File: src/rtl/product_accumulator.sv
// -----------------------------------------------------------------------------
// product_accumulator
//
// Streaming accumulator that sits after the combinational multiplier. A job is
// requested with start/len. The block then takes len unsigned products over a
// valid/ready handshake and adds them into a saturating accumulator. The total
// is then offered on a valid/ready result port. Together with the multiplier
// this forms the multiply-accumulate (dot-product) datapath.
//
// Ports
//   clk             rising-edge clock
//   rst             synchronous, active-high reset
//   start           single-cycle job request, sampled only in IDLE
//   len             products in the job, sampled with start (0 = empty job)
//   busy            high whenever the block is not IDLE
//   producto        unsigned 2*DATA_WIDTH product from the multiplier
//   producto_valid  producto is valid
//   producto_ready  block accepts producto this cycle (ACCUM only)
//   acumulado       accumulator value; valid only while acumulado_valid
//   acumulado_valid result is valid (DONE)
//   acumulado_ready downstream accepts the result
//   overflow        sticky saturation flag for the current or last job
// -----------------------------------------------------------------------------
module product_accumulator #(
    parameter  int DATA_WIDTH = 32,
    parameter  int ACC_WIDTH  = 2*DATA_WIDTH+8,
    parameter  int MAX_LEN    = 256,
    localparam int LW         = $clog2(MAX_LEN+1),
    localparam int PW         = 2*DATA_WIDTH
) (
    input  logic                 clk,
    input  logic                 rst,
    input  logic                 start,
    input  logic [LW-1:0]        len,
    output logic                 busy,
    input  logic [PW-1:0]        producto,
    input  logic                 producto_valid,
    output logic                 producto_ready,
    output logic [ACC_WIDTH-1:0] acumulado,
    output logic                 acumulado_valid,
    input  logic                 acumulado_ready,
    output logic                 overflow
);

    // The accumulator must be able to hold at least one full product.
    if (ACC_WIDTH < PW) begin : g_width_check
        $error("product_accumulator: ACC_WIDTH must be >= 2*DATA_WIDTH");
    end

    typedef enum logic [1:0] {
        S_IDLE  = 2'd0,
        S_ACCUM = 2'd1,
        S_DONE  = 2'd2
    } state_e;

    state_e                 state_q, state_d;
    logic [ACC_WIDTH-1:0]   acc_q,   acc_d;
    logic [LW-1:0]          count_q, count_d;
    logic                   ovf_q,   ovf_d;

    // The extra top bit of the sum is the carry-out that triggers saturation.
    logic [ACC_WIDTH:0]     sum;

    assign sum = {1'b0, acc_q} + (ACC_WIDTH+1)'(producto);

    // Handshake signals are decoded from the state, so they are never registered.
    assign busy            = (state_q != S_IDLE);
    assign producto_ready  = (state_q == S_ACCUM);
    assign acumulado_valid = (state_q == S_DONE);
    assign acumulado       = acc_q;
    assign overflow        = ovf_q;

    // NOTE: every always_comb output gets a hold default first. Then no path
    // leaves a variable unassigned, and no latch is inferred.
    always_comb begin
        state_d = state_q;
        acc_d   = acc_q;
        count_d = count_q;
        ovf_d   = ovf_q;

        unique case (state_q)
            S_IDLE: begin
                if (start) begin
                    acc_d   = '0;
                    ovf_d   = 1'b0;
                    count_d = len;
                    state_d = (len == '0) ? S_DONE : S_ACCUM;
                end
            end

            S_ACCUM: begin
                if (producto_valid) begin
                    // Once saturated, the value stays pinned at all-ones until the job ends.
                    if (sum[ACC_WIDTH] || ovf_q) begin
                        acc_d = '1;
                        ovf_d = 1'b1;
                    end else begin
                        acc_d = sum[ACC_WIDTH-1:0];
                    end
                    count_d = count_q - LW'(1);
                    if (count_q == LW'(1)) begin
                        state_d = S_DONE;
                    end
                end
            end

            S_DONE: begin
                // The result and flag hold until downstream takes them.
                if (acumulado_ready) begin
                    state_d = S_IDLE;
                end
            end

            default: state_d = S_IDLE;
        endcase
    end

    // NOTE: sequential state uses non-blocking assignments. All registers then
    // update together at the edge, whatever the statement order.
    always_ff @(posedge clk) begin
        if (rst) begin
            state_q <= S_IDLE;
            acc_q   <= '0;
            count_q <= '0;
            ovf_q   <= 1'b0;
        end else begin
            state_q <= state_d;
            acc_q   <= acc_d;
            count_q <= count_d;
            ovf_q   <= ovf_d;
        end
    end

endmodule
File: config.mk
export PLATFORM = sky130hd
export DESIGN_NAME = product_accumulator
export DESIGN_NICKNAME = d
export VERILOG_FILES = /design/src/rtl/product_accumulator.sv
export SDC_FILE = /design/constraint.sdc
export NUM_CORES = 1
export LEC_CHECK = 0
export CAP_MARGIN = 30
export CORE_UTILIZATION = 50
export CTS_CLUSTER_DIAMETER = 60
export DETAILED_ROUTE_END_ITERATION = 8
export HOLD_SLACK_MARGIN = 0.03
export PLACE_DENSITY = 0.83
export RECOVER_POWER = 25
export SYNTH_ARGS = -nofsm -noshare
export SYNTH_HDL_FRONTEND = slang
export SYNTH_SLANG_ARGS = --single-unit
File: constraint.sdc
create_clock -name clk -period 6.4 [get_ports clk]
set_clock_uncertainty 0.05 [all_clocks]
set_input_delay 1.92 -clock clk [delete_from_list [all_inputs] [get_ports clk]]
set_output_delay 1.92 -clock clk [all_outputs]
set_load 0.03 [all_outputs]
==> metrics.yaml <==
synth:
  synth_compound_area_share_pct: 35.1
  yosys_warnings: 0
  yosys.area.top_type_share_pct: 23.6
  synth-adder-area-share_pct: 11.9
  ys_top_cells_by_area: "dfxtp_1 24%, ha_1 12%, a21oi_1 9.8%"
  synthMuxAreaShare_pct: 0.422
  synthesis.area_mm2: 0.00712
  netlist_top_cells_count: "140 x a21oi_1, 99 x nand2_1, 84 x dfxtp_1, 71 x o21ai_0, 66 x ha_1"
  synth_seq_area_share_pct: 23.6
  synth.net_count: 1086
  yosys.area_share.simple_pct: 17.6
  synth-seq-cells: 84
  yosysUniqueCellTypes: 70
  synth_largest_area_cell: "dfxtp_1"
  synth_edf_count: 0
  synth_ff_type: "dfxtp_1"
  async_reset_ff_share_pct: 0
  synth_most_common_cell: "a21oi_1"
  synth_top_family_by_area: "compound AO/OA/AOI/OAI gates"
  avgSynthCellArea_um2: 7.57
  synth-xor-area-share_pct: 7.38
  synthCells: 941
die:
  die_area_mm2: 0.0147
  start_util_pct: 51.3
  die_w_um: 121
  num_io_pins: 154
  row_count: 43
  die_h_um: 121
  placeableCoreArea_mm2: 0.0139
critical_path:
  crit_fanout: 23
  crit_start: "producto[0]"
  crit_path_end_kind: "register"
  cp-start-kind: "input port"
  timing.rr.start: "acumulado[0]"
  r2r_cells: 12
  path_class: "in2reg"
  crit_required_ps: 6570
  crit_arrival_ps: 5950
power:
  pwr-share-comb_pct: 34.9
  intPower_mw: 1.16
  swShare_pct: 35.2
  power_frac_seq_pct: 32.7
  leakage_nw: 3.75
  power_switching_uw: 633
  max-vdd-ir-drop_mv: 0.186
  power_frac_clock_pct: 32.4
  p_per_area_mw_per_mm2: 198
cts:
  cts_tree: "yes"
  cts_buffer_depth: 2
  cts_sinks: 84
  htree_levels: 3
  clkTransAtPathRegs_ps: 70
  postCtsResizedCells: 0
  holdBufCountCts: 0
  cts_buffers: 9
  clock_latency_ps: 360
  cts_root_buffer: "clkbuf_16"
  post_cts_buffers: 0
cells_and_area:
  area_growth_pct: 27.2
  drive_gt1_share_pct: 3.65
  nets: 1209
  n_fill_cell: 1196
  n_antenna_cell: 0
timing:
  slew_violations: 0
  fin_crit_ps: 5780
  relSlewSlack_pct: 45.1
  tightest_slew_ps: 803
  timing.final.crit_share_pct: 90.3
  finalSetupTns_ps: 0
  finalHoldViolCount: 0
  rsz0062_at_grt: "false"
  max_freq_mhz: 173
  setup_viol_count_final: 0
  fin_ws_ps: 618
min_path:
  hold_start: "acumulado[57]"
  holdPathStages: 2
  worstHoldPathType: "reg2reg"
route:
  dr_total_vias: 7767
  drc: 0
  first_pass_iters: 7
  viasPerCell: 6.22
  drtAntennaViolNets: 0
  drt_iter0_drc: 688
  post_drt_wl_per_cell_um: 17.2
  wirelength_um: 21500
place:
  hpwl_um: 15900
  preCtsSetupSlack_ps: 265
  gp_congestion: 0.968
  portBuffers: 153
flow_run:
  maxCapViolCount: 0
grt:
  use_met1_pct: 37.9
  gr-usage-met3_pct: 5.78
  use_met2_pct: 47.4
  antenna_found_initial: 0
  grt_usage_pct: 29.2
  grt_max_degree: 85
  top_usage_layer: "met2"
  grt_overflow: 0
  grt_pass1_wl_um: 34500
  grt_pass1_vias: 7053
status:
  status: "completed"
-- per-layer routing --
metal	part of all wire (%)	up-vias
li1	-	3790
met5	0	-
met1	44	3593
met2	45	336
met4	2.8	0
met3	7.8	48
-- final timing paths --
check,to,slack [ps]
worst min register to register,acumulado[57],400
worst min-delay path,acumulado[57],400
worst max-delay path,acumulado[51],620
worst max register to register,acumulado[51],2240
-- state kept, by name (all words and copies together) (netlist names) --
register / count
acumulado: 72
count_q: 9
overflow: 1
state_q: 2
-- stage by stage --
step | hold WS, ps | area, um2 | cells | utilization, % | power (mW)
3_3_place_gp | 396 | 8740 | 1233 | 63.0 | 1.21
3_5_place_dp | 403 | 8740 | 1233 | 63.0 | 1.22
2_1_floorplan | 395 | 7120 | 941 | - | 1.02
5_1_grt | 436 | 9060 | 1249 | 65.3 | 1.88
4_1_cts | 412 | 9060 | 1249 | 65.3 | 1.80
6_report | 404 | 9060 | 1249 | 65.3 | 1.80
-- area by class of cell --
class | count | area (um2) | area share [%]
clock buffers | 12 | 246 | 2.72
clock inverters | 4 | 72.6 | 0.801
inverters | 26 | 97.6 | 1.08
multi-input cells | 782 | 5150 | 56.9
flip-flops and latches | 84 | 1680 | 18.6
well taps | 180 | 225 | 2.49
repair buffers | 161 | 1580 | 17.5
-- cells by family after synthesis --
group / Yosys count
AOI/OAI and AO/OA: 387
and+or+nand+nor: 265
DFF: 84
buffers and inverters: 75
adders and majority gates: 67
xor gates and xnor gates: 60
muxes: 3
-- power groups by stage --
| stage | registers, mW | clock network, mW | logic [mW] |
|---|---|---|---|
| detailed placement | 0.599 | 0 | 0.620 |
| global placement | 0.598 | 0 | 0.614 |
| finish | 0.587 | 0.581 | 0.627 |
| global route | 0.592 | 0.604 | 0.684 |
| floorplan | 0.639 | 0 | 0.378 |
| CTS | 0.587 | 0.587 | 0.625 |
-- critical path, stage by stage --
cell	delay (ps)
clkdlybuf4s50_1	400
ha_1	230
fa_1	440
a211oi_1	320
o211ai_1	210
a31o_2	250
a41oi_2	310
nor4bb_1	130
a2111o_1	410
a41o_1	300
a31o_2	450
nor2_1	420
a211oi_1	150
-- placed cells by master (no fill, tap or decap), types with 15 or more instances in the layout --
cell and instances:
o21ai_0 71, a21oi_1 140, a21o_1 32, clkdlybuf4s50_1 117, dfxtp_1 84, a311oi_1 30, a211oi_1 18, nand2_1 99
xnor2_1 30, nor2_1 54, o21bai_1 15, nand3_1 23, inv_1 26, nor3_1 19, xor2_1 30, dlygate4sd3_1 35
ha_1 66
(Power assumes the default switching activity.)
